**src/rtl/btn_debounce_pulse_if.sv**
```systemverilog
// Button conditioning bundle: raw board buttons in, debounced levels and press pulses out.
interface btn_debounce_pulse_if #(
  parameter int unsigned N_BTN = 5
);
  logic [N_BTN-1:0] btn_raw;
  logic [N_BTN-1:0] btn_level;
  logic [N_BTN-1:0] btn_pulse;
  logic             any_pulse;

  modport master (
    output btn_raw,
    input  btn_level,
    input  btn_pulse,
    input  any_pulse
  );

  modport slave (
    input  btn_raw,
    output btn_level,
    output btn_pulse,
    output any_pulse
  );
endinterface

```
**src/rtl/btn_debounce_pulse.sv**
```systemverilog
// Per-button 2-FF synchronizer, debounce FSM and one-cycle press pulse for the game FSMs.
// Optional auto-repeat while held is enabled by defining BTN_AUTOREPEAT_EN.
module btn_debounce_pulse #(
  parameter int unsigned N_BTN            = 5,
  parameter int unsigned DEBOUNCE_CYC     = 500000,
  parameter int unsigned CNT_W            = 20,
  parameter int unsigned REPEAT_DELAY_CYC = 25000000,
  parameter int unsigned REPEAT_RATE_CYC  = 5000000
) (
  input logic                 board_clk,
  input logic                 Reset,
  btn_debounce_pulse_if.slave btn
);

  typedef enum logic [1:0] {StIdle, StDebPress, StPressed, StDebRelease} state_e;

  localparam logic [CNT_W-1:0] DebLast = CNT_W'(DEBOUNCE_CYC - 1);
  localparam logic [CNT_W-1:0] CntOne  = CNT_W'(1);

  logic [N_BTN-1:0] sync1_q, sync2_q;
  logic [N_BTN-1:0] level_q, pulse_q, fire;
  logic             any_q;
  state_e           state_q [N_BTN];
  logic [CNT_W-1:0] cnt_q   [N_BTN];

`ifdef BTN_AUTOREPEAT_EN
  localparam logic [CNT_W-1:0] DelayLast = CNT_W'(REPEAT_DELAY_CYC - 1);
  localparam logic [CNT_W-1:0] RateLast  = CNT_W'(REPEAT_RATE_CYC - 1);

  // rep_q marks that the initial delay has elapsed; rc then counts the repeat interval.
  logic [CNT_W-1:0] rc_q [N_BTN];
  logic [N_BTN-1:0] rep_q, rep_hit;

  always_comb begin
    rep_hit = '0;
    for (int i = 0; i < int'(N_BTN); i++) begin
      rep_hit[i] = rep_q[i] ? (rc_q[i] == RateLast) : (rc_q[i] == DelayLast);
    end
  end
`else
  logic unused_repeat_cfg;
  assign unused_repeat_cfg = ^{REPEAT_DELAY_CYC, REPEAT_RATE_CYC};
`endif

  always_comb begin
    fire = '0;
    for (int i = 0; i < int'(N_BTN); i++) begin
      fire[i] = sync2_q[i] && (state_q[i] == StDebPress) && (cnt_q[i] == DebLast);
`ifdef BTN_AUTOREPEAT_EN
      fire[i] = fire[i] || (sync2_q[i] && (state_q[i] == StPressed) && rep_hit[i]);
`endif
    end
  end

  always_ff @(posedge board_clk or posedge Reset) begin
    if (Reset) begin
      sync1_q <= '0;
      sync2_q <= '0;
      level_q <= '0;
      pulse_q <= '0;
      any_q   <= 1'b0;
      for (int i = 0; i < int'(N_BTN); i++) begin
        state_q[i] <= StIdle;
        cnt_q[i]   <= '0;
`ifdef BTN_AUTOREPEAT_EN
        rc_q[i]    <= '0;
        rep_q[i]   <= 1'b0;
`endif
      end
    end else begin
      sync1_q <= btn.btn_raw;
      sync2_q <= sync1_q;
      pulse_q <= fire;
      any_q   <= |fire;
      for (int i = 0; i < int'(N_BTN); i++) begin
        unique case (state_q[i])
          StIdle: begin
            level_q[i] <= 1'b0;
            cnt_q[i]   <= '0;
`ifdef BTN_AUTOREPEAT_EN
            rc_q[i]    <= '0;
            rep_q[i]   <= 1'b0;
`endif
            if (sync2_q[i]) begin
              state_q[i] <= StDebPress;
              cnt_q[i]   <= CntOne;
            end
          end
          StDebPress: begin
            if (!sync2_q[i]) begin
              state_q[i] <= StIdle;
              cnt_q[i]   <= '0;
            end else if (fire[i]) begin
              state_q[i] <= StPressed;
              level_q[i] <= 1'b1;
              cnt_q[i]   <= '0;
`ifdef BTN_AUTOREPEAT_EN
              rc_q[i]    <= '0;
              rep_q[i]   <= 1'b0;
`endif
            end else begin
              cnt_q[i] <= cnt_q[i] + CntOne;
            end
          end
          StPressed: begin
            level_q[i] <= 1'b1;
            if (!sync2_q[i]) begin
              state_q[i] <= StDebRelease;
              cnt_q[i]   <= CntOne;
            end
`ifdef BTN_AUTOREPEAT_EN
            else if (rep_hit[i]) begin
              rc_q[i]  <= '0;
              rep_q[i] <= 1'b1;
            end else begin
              rc_q[i] <= rc_q[i] + CntOne;
            end
`endif
          end
          StDebRelease: begin
            // A bounce back to pressed keeps the level high and never re-pulses.
            if (sync2_q[i]) begin
              state_q[i] <= StPressed;
              cnt_q[i]   <= '0;
            end else if (cnt_q[i] == DebLast) begin
              state_q[i] <= StIdle;
              level_q[i] <= 1'b0;
              cnt_q[i]   <= '0;
            end else begin
              cnt_q[i] <= cnt_q[i] + CntOne;
            end
          end
          default: state_q[i] <= StIdle;
        endcase
      end
    end
  end

  assign btn.btn_level = level_q;
  assign btn.btn_pulse = pulse_q;
  assign btn.any_pulse = any_q;

endmodule

```
**src/flat_wrapper.sv**
```systemverilog
// flat-port wrapper written by rule: the top's interface ports become plain ports
module btn_debounce_pulse_flat 
#(
  parameter int unsigned N_BTN            = 5,
  parameter int unsigned DEBOUNCE_CYC     = 500000,
  parameter int unsigned CNT_W            = 20,
  parameter int unsigned REPEAT_DELAY_CYC = 25000000,
  parameter int unsigned REPEAT_RATE_CYC  = 5000000
)
  (board_clk, Reset, btn_btn_raw, btn_btn_level, btn_btn_pulse, btn_any_pulse);
  btn_debounce_pulse_if #(.N_BTN(N_BTN)) btn_i ();
  input logic board_clk;
  input logic Reset;
  input wire logic [$bits(btn_i.btn_raw)-1:0] btn_btn_raw;
  output wire logic [$bits(btn_i.btn_level)-1:0] btn_btn_level;
  output wire logic [$bits(btn_i.btn_pulse)-1:0] btn_btn_pulse;
  output wire logic [$bits(btn_i.any_pulse)-1:0] btn_any_pulse;
  assign btn_i.btn_raw = btn_btn_raw;
  assign btn_btn_level = btn_i.btn_level;
  assign btn_btn_pulse = btn_i.btn_pulse;
  assign btn_any_pulse = btn_i.any_pulse;
  btn_debounce_pulse #(.N_BTN(N_BTN), .DEBOUNCE_CYC(DEBOUNCE_CYC), .CNT_W(CNT_W), .REPEAT_DELAY_CYC(REPEAT_DELAY_CYC), .REPEAT_RATE_CYC(REPEAT_RATE_CYC)) u_core (.board_clk(board_clk), .Reset(Reset), .btn(btn_i));
endmodule
```
**config.mk**
```make
export PLATFORM = sky130hd
export DESIGN_NAME = btn_debounce_pulse_flat
export DESIGN_NICKNAME = d
export VERILOG_FILES = /design/src/rtl/btn_debounce_pulse_if.sv /design/src/rtl/btn_debounce_pulse.sv /design/src/flat_wrapper.sv
export SDC_FILE = /design/constraint.sdc
export NUM_CORES = 1
export LEC_CHECK = 0
export CAP_MARGIN = 10
export CORE_MARGIN = 2
export CORE_UTILIZATION = 65
export DETAILED_ROUTE_END_ITERATION = 16
export HOLD_SLACK_MARGIN = 0.08
export PLACE_DENSITY = 0.91
export SETUP_SLACK_MARGIN = 0.5
export SLEW_MARGIN = 5
export SYNTH_ARGS = -nofsm -noshare
export SYNTH_HDL_FRONTEND = slang
export SYNTH_SLANG_ARGS = --single-unit
```
**constraint.sdc**
```tcl
create_clock -name board_clk -period 9.65 [get_ports board_clk]
set_input_delay 1.93 -clock board_clk [delete_from_list [all_inputs] [get_ports board_clk]]
set_output_delay 1.93 -clock board_clk [all_outputs]
set_load 0.01 [all_outputs]
```
==> flow_metrics.py <==
metrics = {
    "die": {
        "initial_core_util": 0.663,
        "die_x_um": 112,
        "core-area_um2": 11400,
        "rows": 39,
        "fp.dieH_um": 112,
        "ios": 18,
        "dieArea_um2": 12500,
    },
    "power_and_ir_drop": {
        "p_seq_frac": 0.346,
        "sw_frac_of_total": 0.355,
        "p_switching_w": 0.000687,
        "peakVddDrop_uv": 244,
        "power.density_cell_area_nw_per_um2": 231,
        "power_frac_clock": 0.334,
        "combPwrFrac": 0.320,
        "p_int_w": 0.00125,
        "p_leak_nw": 3.43,
    },
    "drt": {
        "vias": 6876,
        "via_per_inst": 6.84,
        "ant_nets": 0,
        "dr.pass1.iters": 7,
        "wl_per_cell_um": 18.2,
        "drc": 0,
        "routed_wl_mm": 18.3,
        "drt-initial-drc-count": 623,
    },
    "final_layout": {
        "mostFrequentLayoutCells": "dfrtp_1 (131), nand2_1 (98), nand3_1 (57)",
        "drive_above_1_share": 0.0603,
        "final_common_cell": "dfrtp_1",
        "areaGrowthSynthToFinish_pct": 10.5,
        "nets": 884,
        "antenna_cells": 0,
    },
    "setup_path": {
        "crit_path_end_kind": "asynchronous set/reset pin",
        "crit_arrival_ps": 3800,
        "critical_path.slowest_cell": "buf_4",
        "slowest_delay_ps": 920,
        "startpoint_type": "primary input",
        "cp_max_fo": 89,
        "worst-endpoint-required_ps": 10030,
        "critical_path_class": "primary input to asynchronous set/reset pin",
        "crit_chain": "clkdlybuf4s50_1 > inv_4 > buf_4",
    },
    "status": {
        "run_status": "completed",
    },
    "grt": {
        "grt_overflow_total": 0,
        "grt_pass1_vias": 6599,
        "antenna_found_initial": 0,
        "grt_usage": 0.300,
        "grt_max_degree": 90,
        "grt_pass1_wl_mm": 30.8,
    },
    "timing": {
        "fmax_mhz": 292,
        "hold_violations": 0,
        "timing.slew.headroom": 0.188,
        "worst-slew-pin-transition_ps": 1210,
        "finalCritPeriodShare": 0.354,
        "final-setup-viol-count": 0,
        "rsz0062_at_grt": "false",
        "whs_ps": 346,
        "fin_worst_skew_ps": 9.37,
        "drv_slew": 0,
        "fin_setup_tns_ps": 0,
        "fin_crit_ps": 3420,
    },
    "clock_tree": {
        "root_buffer": "clkbuf_16",
        "cts_sinks": 131,
        "htree_levels": 4,
        "cts_hold_buf": 0,
        "clock_latency_ps": 430,
        "cts_buffers": 17,
        "cts_buffer_depth": 2,
        "post_cts_buffers": 0,
        "cts_tree": "done",
        "clkTransAtPathRegs_ps": 60,
        "cts_resized": 0,
    },
    "placement": {
        "port_buffers": 17,
        "place.gp.congestion": 0.892,
        "dpl.hpwl_mm": 11.7,
    },
    "worst_hold_path": {
        "hold_class": "flip-flop to flip-flop",
    },
    "synth": {
        "async_flop_share": 1.00,
        "syn_area_per_cell_um2": 8.88,
        "syn_area_um2": 7570,
        "ys_ff_latch": 131,
        "ys_seq_area_frac": 0.433,
        "yosysUniqueCellTypes": 63,
        "ys.flop_type": "dfrtp_1",
        "synthCells": 853,
        "yosys_warnings": 0,
        "syn_nets": 888,
        "synth-edff-count": 0,
    },
    "job": {
        "maxCapViolCount": 0,
    },
}
metal layers:
layer | global-route usage | wire length, um
met1 | 0.371 | 7340
met2 | 0.515 | 9320
met5 | 0 | 0
met3 | 0.0675 | 1160
met4 | 0.115 | 461
metrics by stage:
stage | instance area, um2 | std cells | power [W] | utilization | setup WS [ps]
after floorplan | 7570 | 853 | 0.00113 | - | 4220
after global placement | 7760 | 972 | 0.00122 | 0.680 | 5760
after detailed placement | 7760 | 972 | 0.00127 | 0.680 | 5700
after CTS | 8350 | 1004 | 0.00193 | 0.732 | 6140
after global routing | 8370 | 1005 | 0.00204 | 0.733 | 5860
final | 8370 | 1005 | 0.00194 | 0.733 | 6230
power groups by stage:
stage	sequential [W]	clock [W]	combinational, W
2_1_floorplan	0.000663	0	0.000469
3_3_place_gp	0.000669	0	0.000552
3_5_place_dp	0.000677	0	0.000598
4_1_cts	0.000668	0.000653	0.000610
5_1_grt	0.000679	0.000675	0.000691
6_report	0.000670	0.000647	0.000619
worst paths after layout:
check / startpoint / endpoint / slack (ps) / cells past startpoint
hold / removal: u_core.sync1_q[3] / u_core.sync2_q[3] / 350 / 0
hold reg to reg: u_core.sync1_q[3] / u_core.sync2_q[3] / 350 / 0
min in group asynchronous: Reset / u_core.sync1_q[2] / 1910 / 2
max in group board_clk: u_core.btn.btn_level[1] / btn_btn_level[1] / 6340 / 1
setup reg to reg: u_core.cnt_q[14] / u_core.cnt_q[5] / 6900 / 5
setup / recovery: Reset / u_core.cnt_q[92] / 6230 / 3
cell type report:
cell class              count  area [um2]
multi-input cells         637        3960
flip-flops and latches    131        3280
fillers                   807        3050
clock buffers              24         492
repair buffers             21         208
well taps                 143         179
inverters                  41         156
clock inverters             8         100
registers in the layout (all words and copies together) (netlist names), named ones only:
signal	count
u_core.btn.any_pulse	1
u_core.btn.btn_level	5
u_core.cnt_q	100
u_core.sync1_q	5
u_core.state_q	5
u_core.btn.btn_pulse	5
u_core.sync2_q	5
critical path, delay by kind of cell:
| kind | cells | cell delay, ps |
|---|---|---|
| buffers and inverters | 3 | 1780 |
cells by family (layout without fill, tap and decap cells):
logic type | after synthesis | count (layout) | synth area share
and+or+nand+nor | 357 | 357 | 0.246
AOI/OAI and AO/OA | 223 | 223 | 0.191
DFF | 131 | 131 | 0.433
buffers and inverters | 85 | 94 | 0.0453
adders and majority gates | 28 | 28 | 0.0463
muxes | 23 | 23 | 0.0314
xor gates and xnor gates | 6 | 6 | 0.00694
cell usage after synthesis (8+ instances only):
| cell type | n | area (um2) |
|---|---|---|
| and4_1 | 9 | 78.8 |
| nand2_1 | 98 | 368 |
| dfrtp_1 | 131 | 3280 |
| a22o_1 | 10 | 87.6 |
| clkbuf_1 | 40 | 150 |
| o31ai_1 | 8 | 60.1 |
| o21ai_0 | 37 | 185 |
| inv_1 | 41 | 154 |
| a41oi_1 | 12 | 105 |
| nand3b_1 | 8 | 60.1 |
| a31oi_1 | 51 | 319 |
| mux2i_1 | 17 | 170 |
| nand3_1 | 57 | 285 |
| nor2_1 | 46 | 173 |
| or4_1 | 13 | 97.6 |
| ha_1 | 28 | 350 |
| nor4_1 | 10 | 62.6 |
| a21oi_1 | 54 | 270 |
| nand2b_1 | 10 | 62.6 |
| and3_1 | 14 | 87.6 |
| nand4_1 | 38 | 238 |
| nor3_1 | 17 | 85.1 |
| and2_1 | 12 | 75.1 |
Power figures use the tool's default switching activity.
